--- src/rtl/pc_seq_pkg.sv ---
// pc_seq_pkg: shared state encoding, default width and next-PC source selects for pc_sequencer
package pc_seq_pkg;
  localparam int XLEN_DEF = 32;
  typedef enum logic [1:0] {
    IDLE     = 2'd0,
    RUN      = 2'd1,
    REDIRECT = 2'd2,
    HALT     = 2'd3
  } state_e;
  typedef enum logic [2:0] {
    SRC_RESET  = 3'd0,
    SRC_SEQ    = 3'd1,
    SRC_BRANCH = 3'd2,
    SRC_JUMP   = 3'd3,
    SRC_HOLD   = 3'd4
  } pc_src_e;
endpackage

--- src/rtl/pc_stall_watchdog.sv ---
// pc_stall_watchdog: 8-bit saturating count of consecutive stall cycles; expires on the STALL_MAX-th stall
module pc_stall_watchdog #(
  parameter int STALL_MAX = 15
) (
  input  logic clk_i,
  input  logic rst_i,
  input  logic inc_i,
  input  logic clr_i,
  output logic expired_o
);
  logic [7:0] cnt_q, cnt_d;
  // clear wins over increment; saturate at 255 instead of wrapping
  always_comb cnt_d = clr_i ? 8'd0 : inc_i ? ((&cnt_q) ? cnt_q : cnt_q + 8'd1) : cnt_q;
  // counter register, async active-low reset
  always_ff @(posedge clk_i or negedge rst_i)
    if (!rst_i) cnt_q <= 8'd0;
    else cnt_q <= cnt_d;
  assign expired_o = inc_i && (cnt_q == 8'(STALL_MAX - 1));
endmodule

--- src/rtl/pc_sequencer.sv ---
// pc_sequencer: next-PC controller with run/halt sequencing and stall watchdog.
// Optional PC_SEQ_ALIGN_CHK_EN: misaligned branch/jump targets halt the core instead of being truncated.
module pc_sequencer
  import pc_seq_pkg::*;
#(
  parameter int              XLEN      = XLEN_DEF,
  parameter logic [XLEN-1:0] RESET_PC  = '0,
  parameter int              INC       = 4,
  parameter int              STALL_MAX = 15
) (
  input  logic            clk_i,
  input  logic            rst_i,
  input  logic            start_i,
  input  logic            hazard_i,
  input  logic            branch_taken_i,
  input  logic [XLEN-1:0] branch_target_i,
  input  logic            jump_i,
  input  logic [XLEN-1:0] jump_target_i,
  input  logic [XLEN-1:0] pc_cur_i,
  output logic [XLEN-1:0] pc_next_o,
  output logic            pc_we_o,
  output logic            ifid_flush_o,
  output logic            ifid_stall_o,
  output logic            stall_err_o,
  output logic            run_o
);
  state_e          state_q, state_d;
  pc_src_e         src;
  logic            inc, expired, bad_br, bad_jp, active;
  logic [XLEN-1:0] br_tgt, jp_tgt;

  assign br_tgt = {branch_target_i[XLEN-1:2], 2'b00};
  assign jp_tgt = {jump_target_i[XLEN-1:2], 2'b00};
`ifdef PC_SEQ_ALIGN_CHK_EN
  assign bad_br = |branch_target_i[1:0];
  assign bad_jp = |jump_target_i[1:0];
`else
  logic unused_tgt_lsb;
  assign unused_tgt_lsb = ^{branch_target_i[1:0], jump_target_i[1:0]};
  assign bad_br = 1'b0;
  assign bad_jp = 1'b0;
`endif

  assign active = (state_q == RUN) || (state_q == REDIRECT);

  pc_stall_watchdog #(.STALL_MAX(STALL_MAX)) u_wdog (
    .clk_i    (clk_i),
    .rst_i    (rst_i),
    .inc_i    (inc),
    .clr_i    (!inc),
    .expired_o(expired)
  );

  // state register, async active-low reset back to IDLE
  always_ff @(posedge clk_i or negedge rst_i)
    if (!rst_i) state_q <= IDLE;
    else state_q <= state_d;

  // next state: redirects win over hazards; a bad target or expired watchdog halts for good
  always_comb begin
    state_d = state_q;
    case (state_q)
      IDLE:         state_d = start_i ? RUN : IDLE;
      RUN, REDIRECT: begin
        if (!start_i) state_d = IDLE;
        else if (branch_taken_i) state_d = bad_br ? HALT : REDIRECT;
        else if (jump_i) state_d = bad_jp ? HALT : REDIRECT;
        else if (expired) state_d = HALT;
        else state_d = RUN;
      end
      default:      state_d = HALT;
    endcase
  end

  // outputs: PC source and IF/ID control; hazards are ignored in REDIRECT since ID holds a bubble
  always_comb begin
    src          = state_q == HALT ? SRC_HOLD : SRC_RESET;
    pc_we_o      = 1'b0;
    ifid_flush_o = 1'b0;
    ifid_stall_o = 1'b0;
    inc          = 1'b0;
    if (active) begin
      if (!start_i) src = SRC_HOLD;
      else if (branch_taken_i) begin
        src          = SRC_BRANCH;
        pc_we_o      = !bad_br;
        ifid_flush_o = 1'b1;
      end else if (jump_i) begin
        src          = SRC_JUMP;
        pc_we_o      = !bad_jp;
        ifid_flush_o = 1'b1;
      end else if (hazard_i && state_q == RUN) begin
        src          = SRC_HOLD;
        ifid_stall_o = 1'b1;
        inc          = 1'b1;
      end else begin
        src     = SRC_SEQ;
        pc_we_o = 1'b1;
      end
    end
  end

  assign pc_next_o   = src == SRC_BRANCH ? br_tgt :
                       src == SRC_JUMP   ? jp_tgt :
                       src == SRC_SEQ    ? pc_cur_i + XLEN'(INC) :
                       src == SRC_HOLD   ? pc_cur_i : RESET_PC;
  assign stall_err_o = state_q == HALT;
  assign run_o       = active;
endmodule

--- config.mk ---
export PLATFORM = sky130hd
export DESIGN_NAME = pc_sequencer
export DESIGN_NICKNAME = d
export VERILOG_FILES = /design/src/rtl/pc_seq_pkg.sv /design/src/rtl/pc_stall_watchdog.sv /design/src/rtl/pc_sequencer.sv
export SDC_FILE = /design/constraint.sdc
export NUM_CORES = 1
export LEC_CHECK = 0
export BUFFER_PORTS_ARGS = -buffer_cell sky130_fd_sc_hd__buf_2
export CAP_MARGIN = 20
export CORE_UTILIZATION = 45
export CTS_BUF_LIST = sky130_fd_sc_hd__clkbuf_8
export DETAILED_ROUTE_END_ITERATION = 12
export GPL_TIMING_DRIVEN = 0
export PLACE_DENSITY_LB_ADDON = 0.05
export SKIP_CTS_REPAIR_TIMING = 1
export SYNTH_ARGS = -nofsm -noshare
export SYNTH_HDL_FRONTEND = slang
export SYNTH_SLANG_ARGS = --single-unit
--- constraint.sdc ---
create_clock -name clk_i -period 3.4 [get_ports clk_i]
set_input_delay 0.34 -clock clk_i [delete_from_list [all_inputs] [get_ports clk_i]]
set_output_delay 0.34 -clock clk_i [all_outputs]
set_load 0.05 [all_outputs]
After elaboration in Yosys (flattened, before gate mapping)
Index checks and enable logic that the tools add are counted.
{"block": "classes", "addsub": 2, "eq_ne": 9, "n_mux": 32, "reduce_logical": 6}
{"cell": "$mux W32", "n": 4}
{"cell": "$add A32 B3 Y32 const B", "n": 1}
{"cell": "$mux W3", "n": 6}
{"cell": "$mux W8", "n": 2}
{"cell": "$mux W1", "n": 15}
{"cell": "$add A8 B1 Y8 const B", "n": 1}
{"cell": "$eq A8 B4 Y1 const B", "n": 1}
{"cell": "$mux W2", "n": 4}
{"cell": "$reduce_and A8 Y1", "n": 1}
{"cell": "$eq A3 B2 Y1 const B", "n": 2}
{"cell": "$eq A2 B2 Y1 const B", "n": 2}
{"cell": "$pmux W2 S2", "n": 1}
{"cell": "$eq A3 B1 Y1 const B", "n": 1}
{"cell": "$eq A3 B3 Y1 const B", "n": 1}
{"cell": "$eq A2 B1 Y1 const B", "n": 1}
{"cell": "$logic_and A1 B1 Y1", "n": 2}
{"cell": "$logic_not A2 Y1", "n": 1}
{"cell": "$ne A2 B2 Y1 const B", "n": 1}
{"cell": "$reduce_or A2 Y1", "n": 1}
{"cell": "$logic_or A1 B1 Y1", "n": 1}
{"block": "totals", "reg_bits": 10, "inputBits": 102, "out_inout_bits": 37, "elab_cells": 51}

Logic depth before layout (Yosys ltp)
{"block": "logic_depth", "depth_word": 13, "mapped_depth": 10, "ltp_nobuf": 8}

Cells and area by module
Synthesis repeated with hierarchy kept, for this count alone.
{"block": "hier_totals", "hier_cells": 318, "hier_area_um2": 2092.0}
{"mod": "pc_sequencer", "instances": 1, "cells_per_inst": 266, "area_each_um2": 1591.5, "seq_area_each_um2": 50.0}
{"mod": "pc_stall_watchdog", "instances": 1, "cells_per_inst": 52, "area_each_um2": 500.5, "seq_area_each_um2": 200.2}

Worst setup path before layout
Ideal clock, no wire load.
{"block": "synth_timing", "path_type": "register to output", "from": "register state_q[0]", "to": "output port pc_next_o[11]", "arrival_ns": 3.802, "required_time_ns": 3.060, "path_slack_ns": -0.742, "stages_incl_launch_ff": 9, "n_path_buf": 3, "cell_sequence": "dfrtp_1 inv_1 ha_1 and2_1 buf_2 nand3_1 clkbuf_1 clkbuf_1 o311ai_0"}
{"block": "synth_between", "word_cells_on_any_way": 19, "cone_classes": "7 x eq/ne; 10 x mux; 2 x reduce/logical"}
{"element": "start, declared", "line_no": "pc_sequencer.sv:27", "source": "state_e state_q, state_d;"}
{"element": "start signal, assigned", "line_no": "pc_sequencer.sv:57", "source": "else state_q <= state_d;"}
{"element": "$eq A2 B1 Y1 or $eq A2 B2 Y1 (tied branches)", "line_no": "pc_sequencer.sv:44", "source": "assign active = (state_q == RUN) || (state_q == REDIRECT);"}
{"element": "$logic_or A1 B1 Y1 *", "line_no": "pc_sequencer.sv:44"}
{"element": "via run_o", "line_no": "pc_sequencer.sv:25", "source": "output logic run_o"}
{"element": "$mux W3 *", "line_no": "pc_sequencer.sv:82", "source": "if (active) begin"}
{"element": "$eq A3 B3 Y1", "line_no": "pc_sequencer.sv:106", "source": "src == SRC_HOLD ? pc_cur_i : RESET_PC;"}
{"element": "$mux W32", "line_no": "pc_sequencer.sv:106"}
{"element": "$mux W32", "line_no": "pc_sequencer.sv:105", "source": "src == SRC_SEQ ? pc_cur_i + XLEN'(INC) :"}
{"element": "$mux W32", "line_no": "pc_sequencer.sv:104", "source": "src == SRC_JUMP ? jp_tgt :"}
{"element": "$mux W32 *", "line_no": "pc_sequencer.sv:103", "source": "assign pc_next_o = src == SRC_BRANCH ? br_tgt :"}
{"element": "end, declared", "line_no": "pc_sequencer.sv:20", "source": "output logic [XLEN-1:0] pc_next_o,"}
Mark *: on every way through the listed nets, which the timed path passes. The rest lies on a longest branch.

Worst setup path after layout
{"block": "layout_timing", "from": "register state_q[0]", "to": "output port pc_next_o[16]"}
{"block": "layout_between", "elab_chain_cells": 12, "word_cells_on_any_way": 19, "cone_classes": "7 x eq/ne; 10 x mux; 2 x reduce/logical"}
{"element": "$eq A2 B1 Y1", "line_no": "pc_sequencer.sv:44, pc_sequencer.sv:92"}
{"element": "$logic_and A1 B1 Y1", "line_no": "pc_sequencer.sv:92", "source": "end else if (hazard_i && state_q == RUN) begin"}
{"element": "$mux W3", "line_no": "pc_sequencer.sv:92"}
{"element": "$mux W3", "line_no": "pc_sequencer.sv:88", "source": "end else if (jump_i) begin"}
{"element": "$mux W3", "line_no": "pc_sequencer.sv:84", "source": "else if (branch_taken_i) begin"}
{"element": "$mux W3", "line_no": "pc_sequencer.sv:83", "source": "if (!start_i) src = SRC_HOLD;"}
{"element": "$mux W3 *", "line_no": "pc_sequencer.sv:82"}
{"element": "$eq A3 B3 Y1", "line_no": "pc_sequencer.sv:106"}
{"element": "$mux W32", "line_no": "pc_sequencer.sv:106"}
{"element": "$mux W32", "line_no": "pc_sequencer.sv:105"}
{"element": "$mux W32", "line_no": "pc_sequencer.sv:104"}
{"element": "$mux W32 *", "line_no": "pc_sequencer.sv:103"}
Mark *: on every way between the ends. The rest lies on a longest branch, timed or not.

==> metrics.md <==
| Metric | Value |
|---|---|
| Period utilization | `between 90 and 100%` |
| Tmin final | `3.18 ns` |
| Routability cong. | `0.847` |
| RSZ-0062 raised after global routing | `no` |
| Sequential area share after synthesis | `13.0%` |
| Area fraction of the dominant cell type after synthesis | `between 10% and 20%` |
| Die width | `slightly below 70 µm` |
| Skew-Pair Late Insertion Delay | `approximately 0.23 ns` |
| Least-Margin Pin Slew | `0.817 ns` |
| Worst path required time | `3.06 ns` |
| Count of final max-slew check failures | `0` |
| Slew headroom | `45.1%` |
| Initial Util | `47.3%` |
| Initial antenna violation count | `0` |
| Ports | `roughly 140` |
| #FFs+latches synth | `10` |
| First-pass GRT wire length | `11200 µm` |
| Setup TNS | `0 ns` |
| CP startpoint kind | `register` |
| Max frequency | `314 MHz` |
| DR WL/cell | `between 15 and 20 µm` |
| Pwr Total | `2.60 mW` |
| Longest Clk Path Bufs | `2` |
| Ys Warns | `0` |
| Die Height | `~67 µm` |
| Pin count of the biggest net entering global routing | `11` |
| # rows | `23` |
| Die Footprint | `4530 µm²` |
| Remaining DRCs | `0` |
| Worst Clk Skew | `0.00294 ns` |
| PD cells | `954 nW/µm²` |
| Worst setup EP type | `output pin` |
| Synth top area cells | `dfrtp_1 13%, o21ai_0 6.3%, nor2_1 6.3%` |
| ANT nets after route | `0` |
| # diodes | `0` |
| Most frequent cells in the layout | `135 x buf_2, 32 x nor2_1, 30 x nand2_1, 22 x o21ai_0, 21 x nand3_1` |
| All-layer global routing usage | `32.3%` |
| Vias per std cell | `6.24` |
| CTS Root Cell | `clkbuf_8` |
| Vias | `2993` |
| Nets | `540` |
| Drt total wl | `7360 µm` |
| CP top delay family | `buffers and inverters` |
| Vias in the first global route | `2353` |
| Final Setup Violations | `0` |
| Status | `finished, final reports clean` |
| Async S/R FF share, synth | `100%` |
| H-tree Lvls | `1` |
| Most common cell after layout, fill and taps aside | `buf_2` |
| Worst path most repeated cell | `buf_2` |
| Clk slew on worst S/H paths | `roughly 0.04 ns` |
| Leakage | `1.34 nW` |
| Std-Cell Core Area | `roughly 4100 µm²` |
| Num Clock Sinks | `10` |
| Iteration-0 DRC Markers | `278` |
| Gr ovfl total | `0` |
| IO buf count | `133` |
| CP cell instances | `inv_1 > ha_1 > and2_1 > buf_2 > nand2_1 > clkbuf_1 > o22ai_1 > a21oi_1 > buf_2` |
| CTS Buf Count | `3` |
| Max-Cap Viols | `0` |
| HPWL Detailed | `5620 µm` |
| Post-synthesis cell area | `1920 µm²` |
| Critical path class | `register to output pin` |
| Post-synthesis average cell area | `6.55 µm²` |
| CTS tree | `built` |
| Cell taking the most area after synthesis | `dfrtp_1` |
| Max VDD drop | `698 µV` |
| Crit path DAT | `2.84 ns` |
| Fin. Hold Viols | `0` |
| Hold crit path type | `input pin to register` |
| Primary FF master, synth | `dfrtp_1` |
| Post-synthesis cell type count | `51` |
| Drt pass-1 iters | `5` |
| Cell count after synthesis | `293` |
| Slowest cell delay on critical path | `0.48 ns` |
| Crit Path Max Fanout | `10` |
| Post-synth EDFFs | `0` |
| P&R area growth vs syn | `41.7%` |
| Share of layout cells above drive strength 1 | `35.8%` |
| Critical path buffers and inverters | `4` |
| Slowest CP cell | `clkbuf_1` |
| Syn_nets | `401` |
## registers in the layout, indices dropped and copies added (netlist names)
register      flops
u_wdog.cnt_q      8
state_q           2
## cells by family (layout without fill, tap and decap cells)
group | after synthesis | count (layout) | share of synthesized area [%]
compound gates | 109 | 109 | 37.7
xor+xnor | 5 | 5 | 2.28
buf+inv | 27 | 164 | 5.80
simple gates | 136 | 136 | 37.3
flops | 10 | 10 | 13.0
fa+ha+maj | 6 | 6 | 3.91
## cell type report
cell class / instances / area, µm²
Buffer: 17 / 78.8
Clock buffer: 3 / 41.3
Fill cell: 380 / 1340
Inverter: 10 / 37.5
Multi-Input combinational cell: 256 / 1570
Sequential cell: 10 / 250
Tap cell: 50 / 62.6
Timing Repair Buffer: 134 / 676
## cells in the mapped netlist (all sizes together) (4+ instances only)
| cell type | n |
|---|---|
| a222oi | 5 |
| dfrtp | 10 |
| o21ai | 25 |
| nand3 | 23 |
| a21oi | 17 |
| clkbuf | 14 |
| nor2 | 32 |
| o22ai | 11 |
| ha | 6 |
| nand2 | 30 |
| and3 | 12 |
| inv | 9 |
| nor4 | 4 |
| a22oi | 7 |
| a31oi | 16 |
| nand4 | 9 |
| nor3 | 11 |
## final timing paths
path	startpoint	to	slack (ns)	cells after the start
worst max-delay path	state_q[0]$_DFF_PN0_	pc_next_o[16]	0.22	9
worst max register to register	state_q[0]$_DFF_PN0_	u_wdog.cnt_q[7]$_DFFE_PN0P_	1.48	7
max in group asynchronous	rst_i	u_wdog.cnt_q[6]$_DFFE_PN0P_	2.71	2
worst min-delay path	start_i	state_q[0]$_DFF_PN0_	0.34	2
min in group asynchronous	rst_i	u_wdog.cnt_q[4]$_DFFE_PN0P_	0.50	2
worst min register to register	u_wdog.cnt_q[3]$_DFFE_PN0P_	u_wdog.cnt_q[3]$_DFFE_PN0P_	0.57	2
## power by group
part           total, mW  switching [mW]  internal, mW
clock network      0.119          0.0420        0.0771
registers          0.141         0.00897         0.132
logic               2.34            1.76         0.578
## metal layers
layer | vias up | wire length, µm | track usage, % | share of wire, %
met3 | 4 | 720 | 4.90 | 9.8
met5 | - | 0 | 0 | 0
met1 | 1380 | 3180 | 45.7 | 43
met2 | 185 | 3430 | 52.9 | 47
met4 | 0 | 33 | 3.46 | 0.45
li1 | 1424 | - | - | -
## per-stage QoR
| stage | setup WS (ns) | instances | utilization, % | instance area, µm² | hold WS (ns) |
|---|---|---|---|---|---|
| finish | 0.219 | 480 | 67.0 | 2720 | 0.343 |
| global route | 0.0169 | 480 | 67.0 | 2720 | 0.343 |
| CTS | 0.0802 | 479 | 66.7 | 2710 | -0.0306 |
| detailed placement | 0.339 | 476 | 65.6 | 2660 | 0.215 |
| global placement | 0.384 | 476 | 65.6 | 2660 | 0.210 |
| floorplan | -0.150 | 293 | - | 1940 | 0.0444 |
(Power assumes the default switching activity.)
